## src/rtl/multicycle_control_fsm_if.sv

```systemverilog
// Fetch handshake, memory handshake and datapath control bundle of the
// multicycle control unit. The FSM sits on the slave side; whatever feeds
// instructions and observes the strobes uses the master side.
interface multicycle_control_fsm_if #(
    parameter int CNT_W = 16
);
    logic             instr_valid;
    logic [31:0]      instr_in;
    logic             instr_ready;
    logic             mem_ready;
    logic             branch_taken;
    logic             pc_write;
    logic             pc_src;
    logic [3:0]       alu_control;
    logic             alu_src;
    logic             mem_to_reg;
    logic             reg_write;
    logic             mem_read;
    logic             mem_write;
    logic [1:0]       fault;
    logic             busy;
    logic [CNT_W-1:0] retire_count;
    logic [2:0]       state;

    modport master (
        output instr_valid, instr_in, mem_ready, branch_taken,
        input  instr_ready, pc_write, pc_src, alu_control, alu_src, mem_to_reg,
               reg_write, mem_read, mem_write, fault, busy, retire_count, state
    );

    modport slave (
        input  instr_valid, instr_in, mem_ready, branch_taken,
        output instr_ready, pc_write, pc_src, alu_control, alu_src, mem_to_reg,
               reg_write, mem_read, mem_write, fault, busy, retire_count, state
    );
endinterface

```

## src/rtl/multicycle_control_fsm.sv

```systemverilog
// Multicycle control unit: latches instructions from a valid/ready fetch
// port and walks each through FETCH/DECODE/EXEC/MEM/WB, driving datapath
// strobes, with illegal-opcode and memory-timeout traps.
//
//   state  | meaning
//   -------+---------------------------------------------------------------
//   FETCH  | instr_ready high; handshake latches IR and bumps PC by 4
//   DECODE | classify IR; illegal encodings trap or are skipped
//   EXEC   | ALU op driven; branches resolve and retire here
//   MEM    | load/store held until mem_ready, bounded by MEM_TIMEOUT
//   WB     | one-cycle register write, instruction retires
//   TRAP   | all strobes quiet, fault held; only reset leaves
module multicycle_control_fsm #(
    parameter int CNT_W       = 16,
    parameter int MEM_TIMEOUT = 15,
    parameter bit TRAP_HALT   = 1'b1
) (
    input logic                     clk_i,
    input logic                     reset_i,
    multicycle_control_fsm_if.slave bus
);
    typedef enum logic [2:0] {
        S_FETCH  = 3'd0,
        S_DECODE = 3'd1,
        S_EXEC   = 3'd2,
        S_MEM    = 3'd3,
        S_WB     = 3'd4,
        S_TRAP   = 3'd5
    } state_t;

    typedef enum logic [2:0] {C_R, C_BR, C_SW, C_LW, C_LUI, C_I} cls_t;

    localparam logic [1:0] F_NONE    = 2'b00;
    localparam logic [1:0] F_ILLEGAL = 2'b01;
    localparam logic [1:0] F_TIMEOUT = 2'b10;
    // Compare against the count before increment: the MEM_TIMEOUT-th low cycle traps.
    localparam logic [7:0] WAIT_LAST = 8'(MEM_TIMEOUT - 1);

    state_t           state_q;
    cls_t             cls_q;
    logic [31:0]      ir_q;
    logic [7:0]       wait_q;
    logic [CNT_W-1:0] retire_q;
    logic [1:0]       fault_q;
    logic             instr_ready_q;
    logic             pc_src_q;
    logic [3:0]       alu_control_q;
    logic             alu_src_q;
    logic             mem_to_reg_q;
    logic             reg_write_q;
    logic             mem_read_q;
    logic             mem_write_q;

    logic [6:0] opcode;
    logic [2:0] funct3;
    logic       bit30;
    logic       dec_legal;
    cls_t       dec_cls;
    logic [3:0] dec_alu;
    logic       dec_alu_src;
    logic       ir_unused;

    assign opcode = ir_q[6:0];
    assign funct3 = ir_q[14:12];
    assign bit30  = ir_q[30];
    // Operand/register fields belong to the datapath, not to sequencing.
    assign ir_unused = ^{ir_q[31], ir_q[29:15], ir_q[11:7]};

    // Instruction class, ALU encoding and legality from the latched IR.
    always_comb begin
        dec_legal   = 1'b1;
        dec_cls     = C_R;
        dec_alu     = 4'b0000;
        dec_alu_src = 1'b0;
        case (opcode)
            7'b1110011: begin
                if (bit30) begin
                    dec_alu   = 4'b0101;
                    dec_legal = (funct3 == 3'b000);
                end else begin
                    case (funct3)
                        3'b000:  dec_alu = 4'b0000;
                        3'b001:  dec_alu = 4'b0110;
                        3'b010:  dec_alu = 4'b0001;
                        3'b100:  dec_alu = 4'b0010;
                        3'b101:  dec_alu = 4'b0011;
                        3'b110:  dec_alu = 4'b0100;
                        3'b111:  dec_alu = 4'b0111;
                        default: dec_legal = 1'b0;
                    endcase
                end
            end
            7'b1101011: begin
                dec_cls = C_BR;
                case (funct3)
                    3'b000:  dec_alu = 4'b1000;
                    3'b001:  dec_alu = 4'b1001;
                    default: dec_legal = 1'b0;
                endcase
            end
            7'b1100011, 7'b1000011: begin
                dec_cls     = (opcode == 7'b1000011) ? C_LW : C_SW;
                dec_alu     = 4'b0110;
                dec_alu_src = 1'b1;
                dec_legal   = (funct3 == 3'b010);
            end
            7'b0110000: begin
                dec_cls     = C_LUI;
                dec_alu     = 4'b1100;
                dec_alu_src = 1'b1;
            end
            7'b0011111: begin
                dec_cls     = C_I;
                dec_alu_src = 1'b1;
                case (funct3)
                    3'b000:  dec_alu = 4'b0110;
                    3'b001:  dec_alu = 4'b0001;
                    3'b010:  dec_alu = 4'b0010;
                    default: dec_legal = 1'b0;
                endcase
            end
            default: dec_legal = 1'b0;
        endcase
    end

    // Sequencer: next state plus the strobes that the next state presents.
    always_ff @(posedge clk_i) begin
        if (reset_i) begin
            state_q       <= S_FETCH;
            cls_q         <= C_R;
            ir_q          <= '0;
            wait_q        <= '0;
            retire_q      <= '0;
            fault_q       <= F_NONE;
            instr_ready_q <= 1'b0;
            pc_src_q      <= 1'b0;
            alu_control_q <= 4'b0000;
            alu_src_q     <= 1'b0;
            mem_to_reg_q  <= 1'b0;
            reg_write_q   <= 1'b0;
            mem_read_q    <= 1'b0;
            mem_write_q   <= 1'b0;
        end else begin
            instr_ready_q <= 1'b0;
            pc_src_q      <= 1'b0;
            alu_control_q <= 4'b0000;
            alu_src_q     <= 1'b0;
            mem_to_reg_q  <= 1'b0;
            reg_write_q   <= 1'b0;
            mem_read_q    <= 1'b0;
            mem_write_q   <= 1'b0;
            if (state_q != S_TRAP) fault_q <= F_NONE;
            case (state_q)
                S_FETCH: begin
                    instr_ready_q <= 1'b1;
                    if (bus.instr_valid && instr_ready_q) begin
                        ir_q          <= bus.instr_in;
                        instr_ready_q <= 1'b0;
                        state_q       <= S_DECODE;
                    end
                end
                S_DECODE: begin
                    if (dec_legal) begin
                        cls_q         <= dec_cls;
                        alu_control_q <= dec_alu;
                        alu_src_q     <= dec_alu_src;
                        pc_src_q      <= (dec_cls == C_BR);
                        state_q       <= S_EXEC;
                    end else begin
                        fault_q <= F_ILLEGAL;
                        if (TRAP_HALT) begin
                            state_q <= S_TRAP;
                        end else begin
                            instr_ready_q <= 1'b1;
                            state_q       <= S_FETCH;
                        end
                    end
                end
                S_EXEC: begin
                    case (cls_q)
                        C_LW, C_SW: begin
                            wait_q        <= '0;
                            mem_read_q    <= (cls_q == C_LW);
                            mem_write_q   <= (cls_q == C_SW);
                            alu_control_q <= alu_control_q;
                            alu_src_q     <= alu_src_q;
                            state_q       <= S_MEM;
                        end
                        C_BR: begin
                            retire_q      <= retire_q + CNT_W'(1);
                            instr_ready_q <= 1'b1;
                            state_q       <= S_FETCH;
                        end
                        default: begin
                            reg_write_q <= 1'b1;
                            state_q     <= S_WB;
                        end
                    endcase
                end
                S_MEM: begin
                    if (bus.mem_ready) begin
                        if (cls_q == C_LW) begin
                            reg_write_q  <= 1'b1;
                            mem_to_reg_q <= 1'b1;
                            state_q      <= S_WB;
                        end else begin
                            retire_q      <= retire_q + CNT_W'(1);
                            instr_ready_q <= 1'b1;
                            state_q       <= S_FETCH;
                        end
                    end else begin
                        wait_q <= wait_q + 8'd1;
                        if (wait_q == WAIT_LAST) begin
                            fault_q <= F_TIMEOUT;
                            state_q <= S_TRAP;
                        end else begin
                            mem_read_q    <= mem_read_q;
                            mem_write_q   <= mem_write_q;
                            alu_control_q <= alu_control_q;
                            alu_src_q     <= alu_src_q;
                        end
                    end
                end
                S_WB: begin
                    retire_q      <= retire_q + CNT_W'(1);
                    instr_ready_q <= 1'b1;
                    state_q       <= S_FETCH;
                end
                S_TRAP: ;
                default: state_q <= S_FETCH;
            endcase
        end
    end

    // Only the PC strobe looks at live inputs: the fetch handshake and the branch compare.
    assign bus.pc_write = ((state_q == S_FETCH) && bus.instr_valid && instr_ready_q) ||
                          ((state_q == S_EXEC) && (cls_q == C_BR) && bus.branch_taken);

    assign bus.instr_ready  = instr_ready_q;
    assign bus.pc_src       = pc_src_q;
    assign bus.alu_control  = alu_control_q;
    assign bus.alu_src      = alu_src_q;
    assign bus.mem_to_reg   = mem_to_reg_q;
    assign bus.reg_write    = reg_write_q;
    assign bus.mem_read     = mem_read_q;
    assign bus.mem_write    = mem_write_q;
    assign bus.fault        = fault_q;
    assign bus.busy         = (state_q != S_FETCH) && (state_q != S_TRAP);
    assign bus.retire_count = retire_q;
    assign bus.state        = state_q;
endmodule

```

## src/flat_wrapper.sv

```systemverilog
// flat-port wrapper written by rule: the top's interface ports become plain ports
module multicycle_control_fsm_flat 
#(
    parameter int CNT_W       = 16,
    parameter int MEM_TIMEOUT = 15,
    parameter bit TRAP_HALT   = 1'b1
)
  (clk_i, reset_i, bus_instr_valid, bus_instr_in, bus_mem_ready, bus_branch_taken, bus_instr_ready, bus_pc_write, bus_pc_src, bus_alu_control, bus_alu_src, bus_mem_to_reg, bus_reg_write, bus_mem_read, bus_mem_write, bus_fault, bus_busy, bus_retire_count, bus_state);
  multicycle_control_fsm_if #(.CNT_W(CNT_W)) bus_i ();
  input logic clk_i;
  input logic reset_i;
  input wire logic [$bits(bus_i.instr_valid)-1:0] bus_instr_valid;
  input wire logic [$bits(bus_i.instr_in)-1:0] bus_instr_in;
  input wire logic [$bits(bus_i.mem_ready)-1:0] bus_mem_ready;
  input wire logic [$bits(bus_i.branch_taken)-1:0] bus_branch_taken;
  output wire logic [$bits(bus_i.instr_ready)-1:0] bus_instr_ready;
  output wire logic [$bits(bus_i.pc_write)-1:0] bus_pc_write;
  output wire logic [$bits(bus_i.pc_src)-1:0] bus_pc_src;
  output wire logic [$bits(bus_i.alu_control)-1:0] bus_alu_control;
  output wire logic [$bits(bus_i.alu_src)-1:0] bus_alu_src;
  output wire logic [$bits(bus_i.mem_to_reg)-1:0] bus_mem_to_reg;
  output wire logic [$bits(bus_i.reg_write)-1:0] bus_reg_write;
  output wire logic [$bits(bus_i.mem_read)-1:0] bus_mem_read;
  output wire logic [$bits(bus_i.mem_write)-1:0] bus_mem_write;
  output wire logic [$bits(bus_i.fault)-1:0] bus_fault;
  output wire logic [$bits(bus_i.busy)-1:0] bus_busy;
  output wire logic [$bits(bus_i.retire_count)-1:0] bus_retire_count;
  output wire logic [$bits(bus_i.state)-1:0] bus_state;
  assign bus_i.instr_valid = bus_instr_valid;
  assign bus_i.instr_in = bus_instr_in;
  assign bus_i.mem_ready = bus_mem_ready;
  assign bus_i.branch_taken = bus_branch_taken;
  assign bus_instr_ready = bus_i.instr_ready;
  assign bus_pc_write = bus_i.pc_write;
  assign bus_pc_src = bus_i.pc_src;
  assign bus_alu_control = bus_i.alu_control;
  assign bus_alu_src = bus_i.alu_src;
  assign bus_mem_to_reg = bus_i.mem_to_reg;
  assign bus_reg_write = bus_i.reg_write;
  assign bus_mem_read = bus_i.mem_read;
  assign bus_mem_write = bus_i.mem_write;
  assign bus_fault = bus_i.fault;
  assign bus_busy = bus_i.busy;
  assign bus_retire_count = bus_i.retire_count;
  assign bus_state = bus_i.state;
  multicycle_control_fsm #(.CNT_W(CNT_W), .MEM_TIMEOUT(MEM_TIMEOUT), .TRAP_HALT(TRAP_HALT)) u_core (.clk_i(clk_i), .reset_i(reset_i), .bus(bus_i));
endmodule
```

## config.mk

```make
export PLATFORM = sky130hd
export DESIGN_NAME = multicycle_control_fsm_flat
export DESIGN_NICKNAME = d
export VERILOG_FILES = /design/src/rtl/multicycle_control_fsm_if.sv /design/src/rtl/multicycle_control_fsm.sv /design/src/flat_wrapper.sv
export SDC_FILE = /design/constraint.sdc
export NUM_CORES = 1
export LEC_CHECK = 0
export CAP_MARGIN = 15
export CORE_MARGIN = 4
export CORE_UTILIZATION = 53
export DETAILED_ROUTE_END_ITERATION = 16
export HOLD_SLACK_MARGIN = 0.05
export PLACE_DENSITY = 0.87
export SYNTH_ARGS = -nofsm -noshare
export SYNTH_HDL_FRONTEND = slang
export SYNTH_SLANG_ARGS = --single-unit
```

## constraint.sdc

```tcl
create_clock -name clk_i -period 3.7 [get_ports clk_i]
set_input_delay 1.11 -clock clk_i [delete_from_list [all_inputs] [get_ports clk_i]]
set_output_delay 1.11 -clock clk_i [all_outputs]
set_load 0.01 [all_outputs]
```

Yosys cells after proc, flatten, opt, wreduce, memory -nomap -nowiden
Index checks and enable logic that the tools add are counted.
{"block": "word_totals", "mem_bits_ro": 0, "register_bits": 74, "latch_bits": 0, "n_memories": 0, "out_inout_bits": 34, "word_cells": 133, "ram_bits": 0}
{"block": "classes", "add_sub_neg": 2, "eq_ne": 31, "n_mul": 0, "reduce_logical": 27, "shifts": 0, "bitwise_logic": 4, "n_mux": 55, "magnitude_cmp": 0, "div": 0}
{"op": "$mux W16", "n": 3}
{"op": "$pmux W16 S3", "n": 1}
{"op": "$eq A7 B7 Y1 const B", "n": 4}
{"op": "$pmux W4 S5", "n": 1}
{"op": "$mux W1", "n": 19}
{"op": "$eq A3 B3 Y1 const B", "n": 6}
{"op": "$mux W3", "n": 6}
{"op": "$pmux W3 S6", "n": 1}
{"op": "$add A16 B1 Y16 const B", "n": 1}
{"op": "$mux W4", "n": 4}
{"op": "$mux W8", "n": 2}
{"op": "$pmux W8 S2", "n": 1}
{"op": "$eq A3 B2 Y1 const B", "n": 5}
{"op": "$pmux W3 S5", "n": 1}
{"op": "$eq A3 B1 Y1 const B", "n": 4}
{"op": "$ne A2 B2 Y1 const B", "n": 6}
{"op": "$pmux W3 S4", "n": 1}
{"op": "$pmux W4 S3", "n": 1}
{"op": "$pmux W3 S3", "n": 1}
{"op": "$reduce_or A3 Y1", "n": 3}
{"op": "$add A8 B1 Y8 const B", "n": 1}
{"op": "$eq A8 B4 Y1 const B", "n": 1}
{"op": "$mux W2", "n": 4}
{"op": "$pmux W4 S2", "n": 1}
{"op": "23 further kinds", "n": 41}

Depth between registers and ports, before layout
{"block": "logic_depth", "word_depth": 7, "depth_mapped": 7, "mapped_depth_nobuf": 6}

Least setup slack after synthesis
No wires, ideal clock.
{"block": "synth_timing", "path_kind": "input -> output", "from": "input bus_instr_valid", "to": "output bus_pc_write", "required_ns": 2.590, "n_path_buf": 1, "arrival_ns": 1.681, "setup_slack_ns": 0.909, "path_stages": 3, "path_cell_list": "nand4_1 -> buf_2 -> o41ai_1"}
{"block": "synth_via", "elab_chain_cells": 3}
{"item": "start: declaration", "line": "flat_wrapper.sv:12", "text": "input wire logic [$bits(bus_i.instr_valid)-1:0] bus_instr_valid;"}
{"item": "$logic_and A1 B1 Y1 (2 in series)", "line": "multicycle_control_fsm.sv:236", "text": "assign bus.pc_write = ((state_q == S_FETCH) && bus.instr_valid && instr_ready_q) ||"}
{"item": "$logic_or A1 B1 Y1", "line": "multicycle_control_fsm.sv:236"}
{"item": "end: declaration", "line": "flat_wrapper.sv:17", "text": "output wire logic [$bits(bus_i.pc_write)-1:0] bus_pc_write;"}
No other way between the ends.

Worst setup path in the final report
Ends and elaborated chain as after synthesis.

==> flow_summary.json <==
{
  "critPathMaxStageDelay_ps": 600,
  "startpoint": "bus_instr_valid",
  "syn_avg_cell_area_um2": 8.63,
  "hp-start": "u_core.bus.alu_src",
  "p_int_uw": 788,
  "yosysTopAreaCell": "dfxtp_1",
  "leakagePower_nw": 1.22,
  "worst_setup_path_end_kind": "primary output",
  "clkLatencyLatePin_ps": 300,
  "power_density_mw_per_mm2": 306,
  "clock_skew_ps": 7.20,
  "ys_seq_area_frac": 0.392,
  "path_class": "in -> out",
  "outcome": "finished clean",
  "fp.coreArea_mm2": 0.00507,
  "path_common_cell": "clkdlybuf4s50_1",
  "boundaryPins": 71,
  "drc": 0,
  "vdd_ir_drop_max_v": 0.000178,
  "crit_path_start_kind": "input pin",
  "yosysTopAreaCellShare": 0.392,
  "async_flop_share": 0,
  "yosys-top-cells-count": "54 x dfxtp_1, 33 x nor2_1, 24 x a21oi_1, 20 x nand2_1",
  "cts_buffers": 5,
  "power_frac_comb": 0.088,
  "ctsHoldBuffers": 0,
  "worstHoldPathCells": 2,
  "dieArea_mm2": 0.00643,
  "reg2reg_from": "u_core.bus.state[0]",
  "diodes": 0,
  "dp_slack_ps": 35.9,
  "syn-instance-count": 320,
  "dp.cells": 424,
  "slew_headroom": 0.509,
  "grt_antenna_before_repair": 0,
  "fmax_mhz": 278,
  "final_layout_size_suffix_gt1_frac": 0.0691,
  "worstPathArrival_ps": 2480,
  "finalWorstSetupSlack_ps": 108,
  "swShare": 0.237,
  "dp_hpwl_mm": 4.50,
  "grt_max_degree": 48,
  "cts.sinks": 54,
  "crit_chain": "clkdlybuf4s50_1 > nand4_1 > o41ai_2 > clkdlybuf4s50_1",
  "fin_crit_sh": 0.971,
  "num_rows": 26,
  "worstMarginPinSlew_ps": 736,
  "cts_tree": "yes",
  "ys_warn_count": 0,
  "seq_power_share": 0.587,
  "crit_path_top_delay_cell": "clkdlybuf4s50_1",
  "drtPass1Iterations": 4,
  "reg2reg_depth": 5,
  "maxSlewViolCount": 0,
  "gp_congestion": 0.853,
  "finalNetCount": 401,
  "cp.required_ps": 2590,
  "synth_area_leaders": "dfxtp_1 39%, mux2i_1 5.4%, nor2_1 4.5%, a21oi_1 4.4%, xor2_1 2.9%",
  "min_path_type": "reg -> reg",
  "fp.dieH_um": 80.2,
  "clk_pin_slew_ps": 90,
  "grt_util_all_layers": 0.205,
  "grt_pass1_vias": 2353,
  "synth_area_mm2": 0.00276,
  "syn-num-nets": 360,
  "design_area_mm2": 0.00337,
  "synth_most_common_cell": "dfxtp_1",
  "vias": 2515,
  "final_util": 0.665,
  "ant_nets": 0,
  "synth_enable_flop_cells": 0,
  "cts_setup_buffers": 0,
  "switchingPower_uw": 244,
  "cap_violations": 0,
  "cts-root-buf": "clkbuf_8",
  "synth_ff_type": "dfxtp_1",
  "syn_to_final_growth_pct": 22.3,
  "port_buffers": 49,
  "rsz0062_at_grt": "false",
  "overflow": 0,
  "grt_pass1_wl_mm": 10.6,
  "pwr-share-clk": 0.324,
  "wl_per_cell_um": 14.5,
  "finalHoldViolCount": 0,
  "setup_tns_ps": 0,
  "chipWidth_um": 80.2,
  "h-tree-depth": 2,
  "cts_resized": 0,
  "finalSetupViolCount": 0,
  "via_per_inst": 5.82,
  "final_cell_count_no_fill": 432,
  "synth_seq_cells": 54,
  "clock_path_buffers": 2,
  "min_period_ps": 3590,
  "dpl_cell_area_mm2": 0.00328,
  "synthDistinctLibCells": 61,
  "critPathMaxFanout": 3,
  "drtIter0Drc": 287,
  "largest_reg_flops": 16,
  "routed_wl_mm": 6.25,
  "initial_core_util": 0.544
}
worst max-delay path, delay by kind of cell:
family / cells / cell delay (ps)
compound gates: 1 / 100
buf+inv: 2 / 1110
simple gates: 1 / 160
power by group through the flow:
stage | clock, mW | combinational [mW] | sequential, mW
after global placement | 0 | 0.0875 | 0.619
final | 0.335 | 0.0910 | 0.606
after global routing | 0.375 | 0.0988 | 0.609
after detailed placement | 0 | 0.0898 | 0.619
after CTS | 0.342 | 0.0905 | 0.606
after floorplan | 0 | 0.0593 | 0.613
stage by stage:
step | hold WS (ps) | power [mW]
after detailed placement | 452 | 0.709
final | 473 | 1.03
after floorplan | 447 | 0.672
after global placement | 462 | 0.706
after global routing | 513 | 1.08
after CTS | 471 | 1.04
kinds of logic (layout without fill, tap and decap cells):
group | Yosys count | after routing | share of synthesized area
AND/OR/NAND/NOR | 135 | 135 | 0.267
AO/OA/AOI/OAI | 73 | 73 | 0.185
buffers and inverters | 27 | 69 | 0.0431
flip-flops | 54 | 54 | 0.392
multiplexers | 17 | 17 | 0.0648
adder cells (fa/ha/maj) | 3 | 3 | 0.0136
XOR/XNOR | 11 | 11 | 0.0349
worst paths after layout:
check / slack (ps) / endpoint
min: 470 / u_core.bus.alu_src
max: 110 / bus_pc_write
min reg2reg: 470 / u_core.bus.alu_src
max reg2reg: 1500 / u_core.bus.retire_count[12]
layer usage:
metal,track usage,share of wire,vias up
met1,0.255,0.42,1175
met4,0.0743,0.024,0
met5,0,0,-
met2,0.350,0.50,78
li1,-,-,1245
met3,0.0404,0.056,17
final cells by class:
cell class	instances	area [um^2]
multi-input cells	239	1570
well taps	70	87.6
clock inverters	1	5.00
clock buffers	7	86.3
fillers	419	1700
flip-flops and latches	54	1080
inverters	9	33.8
repair buffers	52	513
layout by cell type, fill, tap and decap left out, drive strengths merged, types with 4 or more instances in the layout:
| master | Yosys | final |
|---|---|---|
| o21ai | 18 | 18 |
| inv | 8 | 8 |
| nor2 | 33 | 33 |
| or3 | 9 | 9 |
| nand2 | 20 | 20 |
| o41ai | 4 | 4 |
| and3 | 9 | 9 |
| dfxtp | 54 | 54 |
| a21oi | 25 | 25 |
| nor3 | 5 | 5 |
| nand2b | 6 | 6 |
| nor2b | 5 | 5 |
| xor2 | 9 | 9 |
| nand3 | 15 | 15 |
| nand4 | 9 | 9 |
| or4 | 5 | 5 |
| clkdlybuf4s50 | 0 | 49 |
| o31ai | 5 | 5 |
| clkbuf | 7 | 7 |
| mux2i | 16 | 16 |
No activity file was read; power rests on OpenSTA's default activity.
